--- src/rtl/line_window_buffer.sv ---
// Streaming 3x3 window generator over two line buffers, with per-tap registered read port.
// Optional end-of-frame pulse enabled by HIR_WINDOW_FRAME_DONE_EN; frame_done is tied low otherwise.
module line_window_buffer #(
    parameter int WIDTH = 32,
    parameter int IMG_W = 16,
    parameter int IMG_H = 16
) (
    input  logic                        clk,
    input  logic                        rst,
    input  logic                        wr_en,
    input  logic [WIDTH-1:0]            wr_data,
    input  logic [2:0][2:0]             rd_en,
    output logic [2:0][2:0][WIDTH-1:0]  rd_data,
    output logic                        window_valid,
    output logic                        frame_done
);
    localparam int CW = (IMG_W > 1) ? $clog2(IMG_W) : 1;
    localparam int RW = (IMG_H > 1) ? $clog2(IMG_H) : 1;
    localparam logic [CW-1:0] COL_LAST = CW'(IMG_W - 1);
    localparam logic [RW-1:0] ROW_LAST = RW'(IMG_H - 1);
    localparam logic [CW-1:0] COL_TWO  = CW'(2);
    localparam logic [RW-1:0] ROW_TWO  = RW'(2);

    logic [CW-1:0]               col_q, col_d;
    logic [RW-1:0]               row_q, row_d;
    logic [2:0][2:0][WIDTH-1:0]  win_q, win_d;
    logic [2:0][2:0][WIDTH-1:0]  rd_data_q, rd_data_d;
    logic                        window_valid_q, window_valid_d;
    logic [WIDTH-1:0]            line0_q [IMG_W];
    logic [WIDTH-1:0]            line0_d [IMG_W];
    logic [WIDTH-1:0]            line1_q [IMG_W];
    logic [WIDTH-1:0]            line1_d [IMG_W];

    always_comb begin
        col_d          = col_q;
        row_d          = row_q;
        win_d          = win_q;
        line0_d        = line0_q;
        line1_d        = line1_q;
        rd_data_d      = rd_data_q;
        window_valid_d = 1'b0;

        // Reads sample the window as it stood before this edge's shift.
        for (int i = 0; i < 3; i++) begin
            for (int j = 0; j < 3; j++) begin
                if (rd_en[i][j]) begin
                    rd_data_d[i][j] = win_q[i][j];
                end
            end
        end

        if (wr_en) begin
            for (int r = 0; r < 3; r++) begin
                win_d[r][0] = win_q[r][1];
                win_d[r][1] = win_q[r][2];
            end
            win_d[0][2]    = line0_q[col_q];
            win_d[1][2]    = line1_q[col_q];
            win_d[2][2]    = wr_data;
            line0_d[col_q] = line1_q[col_q];
            line1_d[col_q] = wr_data;
            window_valid_d = (row_q >= ROW_TWO) && (col_q >= COL_TWO);

            if (col_q == COL_LAST) begin
                col_d = '0;
                if (row_q == ROW_LAST) begin
                    row_d = '0;
                end else begin
                    row_d = row_q + 1'b1;
                end
            end else begin
                col_d = col_q + 1'b1;
            end
        end
    end

    always_ff @(posedge clk or posedge rst) begin
        if (rst) begin
            col_q          <= '0;
            row_q          <= '0;
            win_q          <= '0;
            rd_data_q      <= '0;
            window_valid_q <= 1'b0;
        end else begin
            col_q          <= col_d;
            row_q          <= row_d;
            win_q          <= win_d;
            rd_data_q      <= rd_data_d;
            window_valid_q <= window_valid_d;
        end
    end

    // Line buffer contents are never cleared; window_valid gating hides stale rows.
    always_ff @(posedge clk) begin
        line0_q <= line0_d;
        line1_q <= line1_d;
    end

    assign rd_data      = rd_data_q;
    assign window_valid = window_valid_q;

`ifdef HIR_WINDOW_FRAME_DONE_EN
    logic frame_done_q, frame_done_d;

    always_comb begin
        frame_done_d = wr_en && (col_q == COL_LAST) && (row_q == ROW_LAST);
    end

    always_ff @(posedge clk or posedge rst) begin
        if (rst) begin
            frame_done_q <= 1'b0;
        end else begin
            frame_done_q <= frame_done_d;
        end
    end

    assign frame_done = frame_done_q;
`else
    assign frame_done = 1'b0;
`endif

endmodule

--- config.mk ---
export PLATFORM = sky130hd
export DESIGN_NAME = line_window_buffer
export DESIGN_NICKNAME = d
export VERILOG_FILES = /design/src/rtl/line_window_buffer.sv
export SDC_FILE = /design/constraint.sdc
export NUM_CORES = 2
export LEC_CHECK = 0
export CAP_MARGIN = 20
export CORE_MARGIN = 1
export CORE_UTILIZATION = 40
export DETAILED_ROUTE_END_ITERATION = 8
export MAX_ROUTING_LAYER = met4
export SYNTH_ARGS = -nofsm -noshare
export SYNTH_HDL_FRONTEND = slang
export SYNTH_SLANG_ARGS = --single-unit
--- constraint.sdc ---
create_clock -name clk -period 24.3 [get_ports clk]
set_clock_uncertainty 0.15 [all_clocks]
set_input_delay 2.43 -clock clk [delete_from_list [all_inputs] [get_ports clk]]
set_output_delay 2.43 -clock clk [all_outputs]
set_load 0.005 [all_outputs]
==> qor.yml <==
status: "finished, final reports clean"
final_cell_count_no_fill: 5548
cp-start-kind: "input pin"
post_drt_wl_per_cell_um: 24.7
maxCapViolCount: 0
fillers: 12500
ioPinCount: 334
switching_share: 0.294
drt_iter0_drc: 2315
synth_ff_type: "edfxtp_1"
timing.rr.start: "col_q[0]"
htreeDepth: 4
final-setup-viol-count: 0
grt_pass1_wl_mm: 204
synth_seq_cells: 1609
syn_area_um2: 60400
core.rowCount: 142
via_per_inst: 5.31
dpl_cell_area_um2: 66000
track_usage: 0.186
ir_worst_vdd_mv: 0.104
power.leakage_nw: 24.6
final_antenna_net_count: 0
p_sw_w: 0.00267
combPwrFrac: 0.272
critPathKind: "in -> async"
hold_viol: 0
hold_class: "reg -> reg"
path_buf_inv: 7
hold_depth: 1
globalRoute.totalOverflow: 0
port-buffer-count: 332
p_clk_frac: 0.275
p_per_area_nw_per_um2: 127
path_cells: "clkdlybuf4s50_1 -> inv_8 -> buf_4 -> buf_4 -> buf_4 -> buf_4 -> buf_16"
internal_power_w: 0.00642
finalCriticalPeriod_ps: 6010
fmax_ghz: 0.166
final_nets: 3447
finalCritPeriodShare: 0.247
crit_family: "buffers and inverters"
ys_warn_count: 0
antenna_found_initial: 3
routed-via-count: 29500
arrival_ps: 6780
cts_tree: "built"
whs_endpoint: "rd_data[115]"
slowest_delay_ps: 820
async_reset_ff_frac: 0.364
core_area_um2: 150000
dieArea_um2: 152000
synth_top_area_cell: "edfxtp_1"
synthTopCellsByArea: "edfxtp_1 51%, dfrtp_1 24%, mux2_2 12%, mux4_2 7.3%, mux2i_1 0.56%"
start_util: 0.403
yosysSeqAreaShare: 0.752
place_congestion: 0.756
die_h_um: 390
cts_sinks: 1609
syn2layout_area_growth_pct: 18.4
relSlewSlack: 0.270
die_w_um: 390
reg2reg_depth: 5
cts_resized: 0
hold_path_startpoint: "win_q[115]"
crit_top_cell: "buf_4"
path_clk_slew_ps: 60
reg2reg_slack_ps: 19830
slew_viol_final: 0
worstSkewPairLatency_ps: 780
end_kind: "asynchronous set/reset pin"
cp_max_fo: 117
r2r_end: "line0_q[214]"
grt_max_degree: 124
hold_buffers: 0
cts-root-buf: "clkbuf_16"
drc: 0
worst_path_max_delay_cell: "buf_4"
synth_cell_types: 36
cp_num_cells: 7
final_area_um2: 71500
grt_pass1_vias: 30300
required_ps: 25070
routed_wl_mm: 137
avgSynthCellArea_um2: 20.1
place_inst: 5241
syn-num-nets: 3047
post_cts_buffers: 0
post-synth-top-area-fraction: 0.509
dr.pass1.iters: 6
cts_buffer_depth: 3
hpwlAfterDp_mm: 79.5
seqPwrFrac: 0.453
postLayoutCoreUtil: 0.477
synth-edff-count: 1024
worst_pin_slew_ps: 1090
numCtsBuffers: 164
syn_inst: 2997
grt_setup_unrepaired: "no"
drive_gt1_frac: 0.336
setup_tns_ps: 0
[Yosys cell counts, types with 13 or more instances]
library cell	count
a21oi_1	34
a221oi_1	34
a222oi_1	30
a22oi_1	30
a41oi_1	30
buf_1	28
buf_2	47
buf_4	13
buf_6	17
clkbuf_1	70
dfrtp_1	585
edfxtp_1	1024
mux2_2	632
mux2i_1	34
mux4_2	196
nand2_1	39
nor2_1	77
o22ai_1	34
[metrics by stage]
step	power (W)	setup WS [ps]	hold WS, ps
floorplan	0.00547	5350	322
global placement	0.00663	16800	334
detailed placement	0.00667	16780	339
CTS	0.00919	17630	331
global route	0.00950	17650	350
finish	0.00909	18290	337
[flip-flops by register name (all words and copies together) (netlist names)]
register / cells
row_q: 4
col_q: 4
line1_q: 512
window_valid: 1
line0_q: 512
rd_data: 288
win_q: 288
[worst max-delay path by stage]
stage,from,endpoint
floorplan,rst,col_q[0]
global placement,rst,win_q[215]
detailed placement,rst,rd_data[279]
finish,rst,win_q[279]
global route,rst,rd_data[245]
CTS,rst,win_q[247]
[logic make-up (layout without fill, tap and decap cells)]
logic type	after synthesis	count (layout)	share of synthesized area
xor gates and xnor gates	3	3	0.000435
other	1	7	0.0000621
muxes	862	862	0.197
buffers and inverters	181	710	0.0152
DFF	1609	1609	0.752
AOI/OAI and AO/OA	200	200	0.0252
and+or+nand+nor	135	135	0.00927
adders and majority gates	6	6	0.00124
[final cells by class]
type                       count  area [um^2]  share of cell area
multi-input combinational   1207        14200               0.199
clock buffer                 238         4750              0.0664
timing repair buffer         409         3970              0.0555
antenna                        6         15.0            0.000210
inverter                       6         31.3            0.000438
clock inverter                57          609             0.00852
tap                         2016         2520              0.0353
sequential                  1609        45400               0.635
[per-layer routing]
| layer | track usage | up-vias | share of wire |
|---|---|---|---|
| met1 | 0.252 | 15700 | 0.44 |
| li1 | - | 12700 | - |
| met4 | 0.0503 | 0 | 0.021 |
| met2 | 0.285 | 859 | 0.47 |
| met3 | 0.0407 | 181 | 0.068 |
| met5 | - | - | 0 |
[power groups by stage]
stage | combinational, W | clock, W | sequential (W)
after global routing | 0.00265 | 0.00266 | 0.00419
after detailed placement | 0.00249 | 0 | 0.00418
final | 0.00247 | 0.00250 | 0.00412
after global placement | 0.00245 | 0 | 0.00417
after CTS | 0.00250 | 0.00256 | 0.00414
after floorplan | 0.00144 | 0 | 0.00403
[cells in the final DEF (no fill, tap or decap), drive strengths merged, types with 3 or more instances in the layout]
cell type      instances
a21oi                 34
a221oi                34
a222oi                30
a22oi                 30
a41oi                 30
and2                   4
and3                   3
buf                   81
bufinv                12
clkbuf               238
clkdlybuf4s50        328
clkinv                39
clkinvlp               3
dfrtp                585
diode                  6
edfxtp              1024
ha                     6
inv                    9
mux2                 632
mux2i                 34
mux4                 196
nand2                 39
nor2                  77
o21ai                  5
o22ai                 34
xnor2                  3
Note: power is estimated with default switching activity, not from simulation.
